### src/rtl/gpr2_reg.sv
// General-purpose datapath register: synchronous load on write, OR-bus friendly
// read gating (drives zero when not selected), asynchronous active-low reset.
module gpr2_reg #(
    parameter int unsigned     WIDTH       = 24,
    parameter logic [WIDTH-1:0] RESET_VALUE = '0
) (
    input  logic             clk,
    input  logic             rst_n,
    input  logic             write,
    input  logic             read,
    input  logic [WIDTH-1:0] data_in,
    output logic [WIDTH-1:0] data_out
);

    logic [WIDTH-1:0] q_q;
    logic [WIDTH-1:0] q_d;

    // Enable is a plain condition so an unknown enable never stores X by itself.
    always_comb begin
        q_d = q_q;
        if (write) begin
            q_d = data_in;
        end
    end

    always_ff @(posedge clk or negedge rst_n) begin
        if (!rst_n) begin
            q_q <= RESET_VALUE;
        end else begin
            q_q <= q_d;
        end
    end

    // Per-bit AND gating; the read path comes from the register only, never data_in.
    genvar gi;
    generate
        for (gi = 0; gi < WIDTH; gi++) begin : g_rd_gate
            assign data_out[gi] = q_q[gi] & read;
        end
    endgenerate

endmodule

### config.mk
export PLATFORM = sky130hd
export DESIGN_NAME = gpr2_reg
export DESIGN_NICKNAME = d
export VERILOG_FILES = /design/src/rtl/gpr2_reg.sv
export SDC_FILE = /design/constraint.sdc
export NUM_CORES = 1
export LEC_CHECK = 0
export CORE_ASPECT_RATIO = 0.75
export CORE_MARGIN = 2
export CORE_UTILIZATION = 30
export DETAILED_ROUTE_END_ITERATION = 8
export PLACE_DENSITY = 0.68
export SETUP_SLACK_MARGIN = 0.1
export SKIP_LAST_GASP = 1
export SLEW_MARGIN = 10
export SYNTH_ARGS = -nofsm -noshare
export SYNTH_HDL_FRONTEND = slang
export SYNTH_SLANG_ARGS = --single-unit
### constraint.sdc
create_clock -name clk -period 1 [get_ports clk]
set_clock_uncertainty 0.2 [all_clocks]
set_input_delay 0.15 -clock clk [delete_from_list [all_inputs] [get_ports clk]]
set_output_delay 0.15 -clock clk [all_outputs]
set_load 0.01 [all_outputs]
* After elaboration in Yosys (flattened, before gate mapping)
Index checks and enable logic that the tools add are counted.
** Word-level totals
- Word-level logic and storage cells :: 25
- Bits in registers :: 24
- Input bits :: 28
- Output and inout bits :: 24
** Operators by class
- Bitwise operators :: 24
** Operator list (number)
- 1-bit bitwise AND :: 24

* Logic depth before layout (Yosys ltp)
- Depth after elaboration :: 1
- Gate-level depth with buffers :: 3
- Mapped depth without buffers :: 1

* Least setup slack after synthesis
OpenSTA, ideal clock, no wires.
- Path type :: input -> register
- Start :: input write
- End :: register q_q[10]
- Buffers on the path :: 2
- Cell stages on the path :: 3
- Data required time :: 0.675 ns
- Setup time :: 0.125 ns
- Data arrival time :: 0.689 ns
- Path slack :: -0.014 ns
- Path through :: buf_6 > buf_12 > mux2_4
** RTL lines
- start: declaration :: line 9 : input logic write,
- end signal: assignment :: line 30 : q_q <= q_d;
- end: declaration :: line 15 : logic [WIDTH-1:0] q_q;
No word-level cell between the ends.

* Worst setup path after layout
- Start :: register q_q[4]
- End :: output data_out[4]
** Between the ends
- Word-level cells in the longest chain between the ends :: 1
** RTL lines
- 1-bit bitwise AND :: line 38 : assign data_out[gi] = q_q[gi] & read;
- end: declaration :: line 12 : output logic [WIDTH-1:0] data_out
No other way between the ends.

==> impl_summary.txt <==
----------------------------------------------------
[Run status]
  Result of the run ... finished with violations
  Failing checks ... negative setup slack

[Synth]
  Multiplexer area fraction after synthesis ... 29.9%
  Combinational family with the most area after synthesis ... multiplexers
  Complex-gate fraction of the synthesized area ... 0%
  Synth Area per Inst ... 15.0 µm²
  Flip-flop and latch count after synthesis ... 24
  Number of warning messages in the yosys log ... 0
  Post-synthesis cell count ... 77
  Post-synthesis share of cell area spent on and, or, nand and nor gates ... 13.0%
  Netlist area before placement ... 1150 µm²
  Synth Area in XOR/XNOR ... 0%
  Number of distinct library cell variants in the gate-level netlist after synthesis ... 7
  Post-Synth Adder-Cell Area ... 0%
  Net count of the mapped netlist ... 105
  Seq/Total Area, Yosys ... 52.0%

[Place]
  Final Wtd Congestion ... 0.682
  Port Buf Inserts ... 51
  Post-Place Setup Slack ... -0.855 ns
  Detailed-placement wirelength estimate ... 1830 µm

[Power and ir drop]
  Share of total power in combinational logic ... 24.5%
  Power dissipated by switching net loads ... 564 µW
  Power Internal ... 2030 µW
  Static Leak ... 0.000915 µW
  Sw Share ... 21.7%
  Power per cell area ... 1400 nW/µm²
  Clock Power Share ... 32.4%
  Max rail drop VDD ... 0.685 mV
  Part of the power in registers ... 43.1%

[Die]
  Total die area ... 4370 µm²
  Horiz. Die Dim ... 75.6 µm
  # IOs ... 52
  Initial cell density of the core ... 31.3%
  Vertical die dimension ... 57.7 µm
  Area of the placeable core ... 3680 µm²
  Standard-cell rows ... 19

[Clock network]
  CTS sink cnt ... 24
  Maximum number of buffers from clock root to sink ... 2
  Clock-pin transition on the worst setup and hold timing paths ... 0.08 ns
  Later-pin clock latency in the skew report ... 0.26 ns
  H-tree Lvls ... 1
  Clock buffer count from CTS ... 3
  CTS Root Cell ... sky130_fd_sc_hd__clkbuf_8
  TritonCTS clock tree ... yes

[Drt]
  Total wire length after detailed routing ... 2730 µm
  Router iterations before antenna repair ... 2
  Number of violations reported at the end of detailed-routing iteration 0 ... 12
  Vias per std cell ... 4.11
  Residual DRC ... 0
  Average routed wire per standard cell ... 13.9 µm
  Routed vias ... 805
  Antenna Violating Nets Remaining ... 0

[Critical path]
  Critical setup path kind ... flop to primary output
  Destination of the worst register-to-register timing path ... q_q[17]
  Kind of launch point of the worst setup path ... flop
  Number of cells traversed by the worst register-to-register path ... 2
  Cell-by-cell listing of the critical path ... and2_1 -> buf_2
  Library cell contributing the largest single delay on the critical path ... sky130_fd_sc_hd__dfrtp_1
  CP Data Required Time ... 0.65 ns
  Top fanout value on the critical path ... 2
  Reg-to-reg critical path startpoint ... q_q[17]
  Arr. time, crit path ... 0.94 ns
  Setup slack of the most critical reg-to-reg path ... -0.09 ns
  Slowest cell delay on critical path ... 0.40 ns
  CP bufs+invs ... 1
  Critical path capture point type ... primary output
  Critical path's top delay family ... flip-flops

[GRT]
  Global-route wire length before repair ... 4270 µm
  GRT overflow ... 0
  Initial antenna violation count ... 0
  Pin count of the biggest net entering global routing ... 25
  Overall Global Routing Usage ... 13.5%
  Via count of the first global-routing pass ... 854

[Timing]
  Final-layout setup total negative slack ... -7.29 ns
  Final Hold Slack ... 0.0214 ns
  Unrepaired setup endpoints after global routing ... true
  Final period utilization ... 129%
  Slew of the pin with the lowest slew margin ... 0.175 ns
  Max-Slew Margin vs Limit ... 88.4%
  Fmax ... 776 MHz
  Final setup violation count ... 35
  Pins over their slew limit ... 0
  Setup WS post-layout ... -0.288 ns
  Count of endpoints failing hold in the final timing report ... 0
  Time the final worst path needs with I/O delays and setup ... 1.29 ns

[Layout]
  N_diodes ... 0
  Synth-to-layout area growth ... 61.2%
  Register area ... 601 µm²
  Number of flip-flops under the largest register name ... 24
  Largest regs ... q_q (24)
  Layout cell share with drive strength beyond 1 ... 50.0%
  Number of nets in the layout ... 173
  Largest reg by FF count ... q_q
  Filler cell count ... 333
  Area of the multi-input gates ... 502 µm²

[Run]
  Max capacitance violation total ... 0

[Worst hold path]
  Tightest Hold Check Type ... input port to async pin

----------------------------------------------------
## cell type report
cell class / count / area share, %
Timing Repair Buffer: 68 / 33.5
Sequential cell: 24 / 32.3
Multi-Input combinational cell: 48 / 26.9
Tap cell: 52 / 3.49
Clock buffer: 3 / 2.22
Clock inverter: 1 / 1.61
## cell usage after synthesis
master,count,area (µm²)
sky130_fd_sc_hd__and2_1,24,150
sky130_fd_sc_hd__dfrtp_1,24,601
sky130_fd_sc_hd__mux2_4,20,300
sky130_fd_sc_hd__mux2_2,4,45.0
sky130_fd_sc_hd__buf_12,2,40.0
sky130_fd_sc_hd__clkbuf_1,2,7.51
sky130_fd_sc_hd__buf_6,1,11.3
## metal layers
layer / routed length (µm) / global-route usage [%] / up-vias
li1: - / - / 385
met1: 1250 / 18.6 / 395
met2: 1340 / 20.7 / 23
met3: 123 / 4.52 / 2
met4: 13 / 3.26 / 0
met5: 0 / 0 / -
## cells by family after synthesis
| group | count (synthesis) |
|---|---|
| simple gates | 24 |
| mux | 24 |
| flops | 24 |
| buf+inv | 5 |
## worst register-to-register path, cell delays in order (launching register included)
cell	delay, ns
sky130_fd_sc_hd__dfrtp_1	0.40
sky130_fd_sc_hd__buf_4	0.13
sky130_fd_sc_hd__mux2_4	0.26
## repair_timing
item,4_1_cts,5_1_grt
gates resized for setup,110,7
gates cloned,2,0
setup buffers,9,4
hold buffers,0,0
endpoints found under the setup margin,48,48
pin swaps,23,1
## stage by stage
stage                     utilization [%]  area [µm²]  std cells  power (µW)
after floorplan                         -        1160         77        1410
after global placement               48.0        1770        183        1740
after detailed placement             48.0        1770        183        1750
after CTS                            49.7        1830        195        2620
after global routing                 50.5        1860        196        2730
final                                50.5        1860        196        2600
## cell usage in the layout, fill, tap and decap left out
cell	instances
sky130_fd_sc_hd__clkbuf_8	3
sky130_fd_sc_hd__dfrtp_1	24
sky130_fd_sc_hd__buf_16	1
sky130_fd_sc_hd__clkdlybuf4s50_1	25
sky130_fd_sc_hd__buf_2	25
sky130_fd_sc_hd__mux2_4	21
sky130_fd_sc_hd__and2_4	1
sky130_fd_sc_hd__buf_6	8
sky130_fd_sc_hd__buf_12	3
sky130_fd_sc_hd__bufinv_16	1
sky130_fd_sc_hd__buf_4	5
sky130_fd_sc_hd__and2_1	23
sky130_fd_sc_hd__mux2_2	3
sky130_fd_sc_hd__bufbuf_16	1
## power groups by stage
stage | Combinational, µW | Clock [µW] | Sequential [µW]
2_1_floorplan | 296 | 0 | 1120
3_3_place_gp | 611 | 0 | 1130
3_5_place_dp | 620 | 0 | 1130
4_1_cts | 626 | 880 | 1110
5_1_grt | 684 | 917 | 1130
6_report | 638 | 841 | 1120
## worst max-delay path by stage
stage                     cells past startpoint     from      endpoint
after global placement                        4     read   data_out[7]
after global routing                          2  q_q[19]  data_out[19]
after CTS                                     2  q_q[16]  data_out[16]
final                                         2   q_q[4]   data_out[4]
after floorplan                               3    write       q_q[10]
after detailed placement                      4     read   data_out[7]
(Power assumes the default switching activity.)
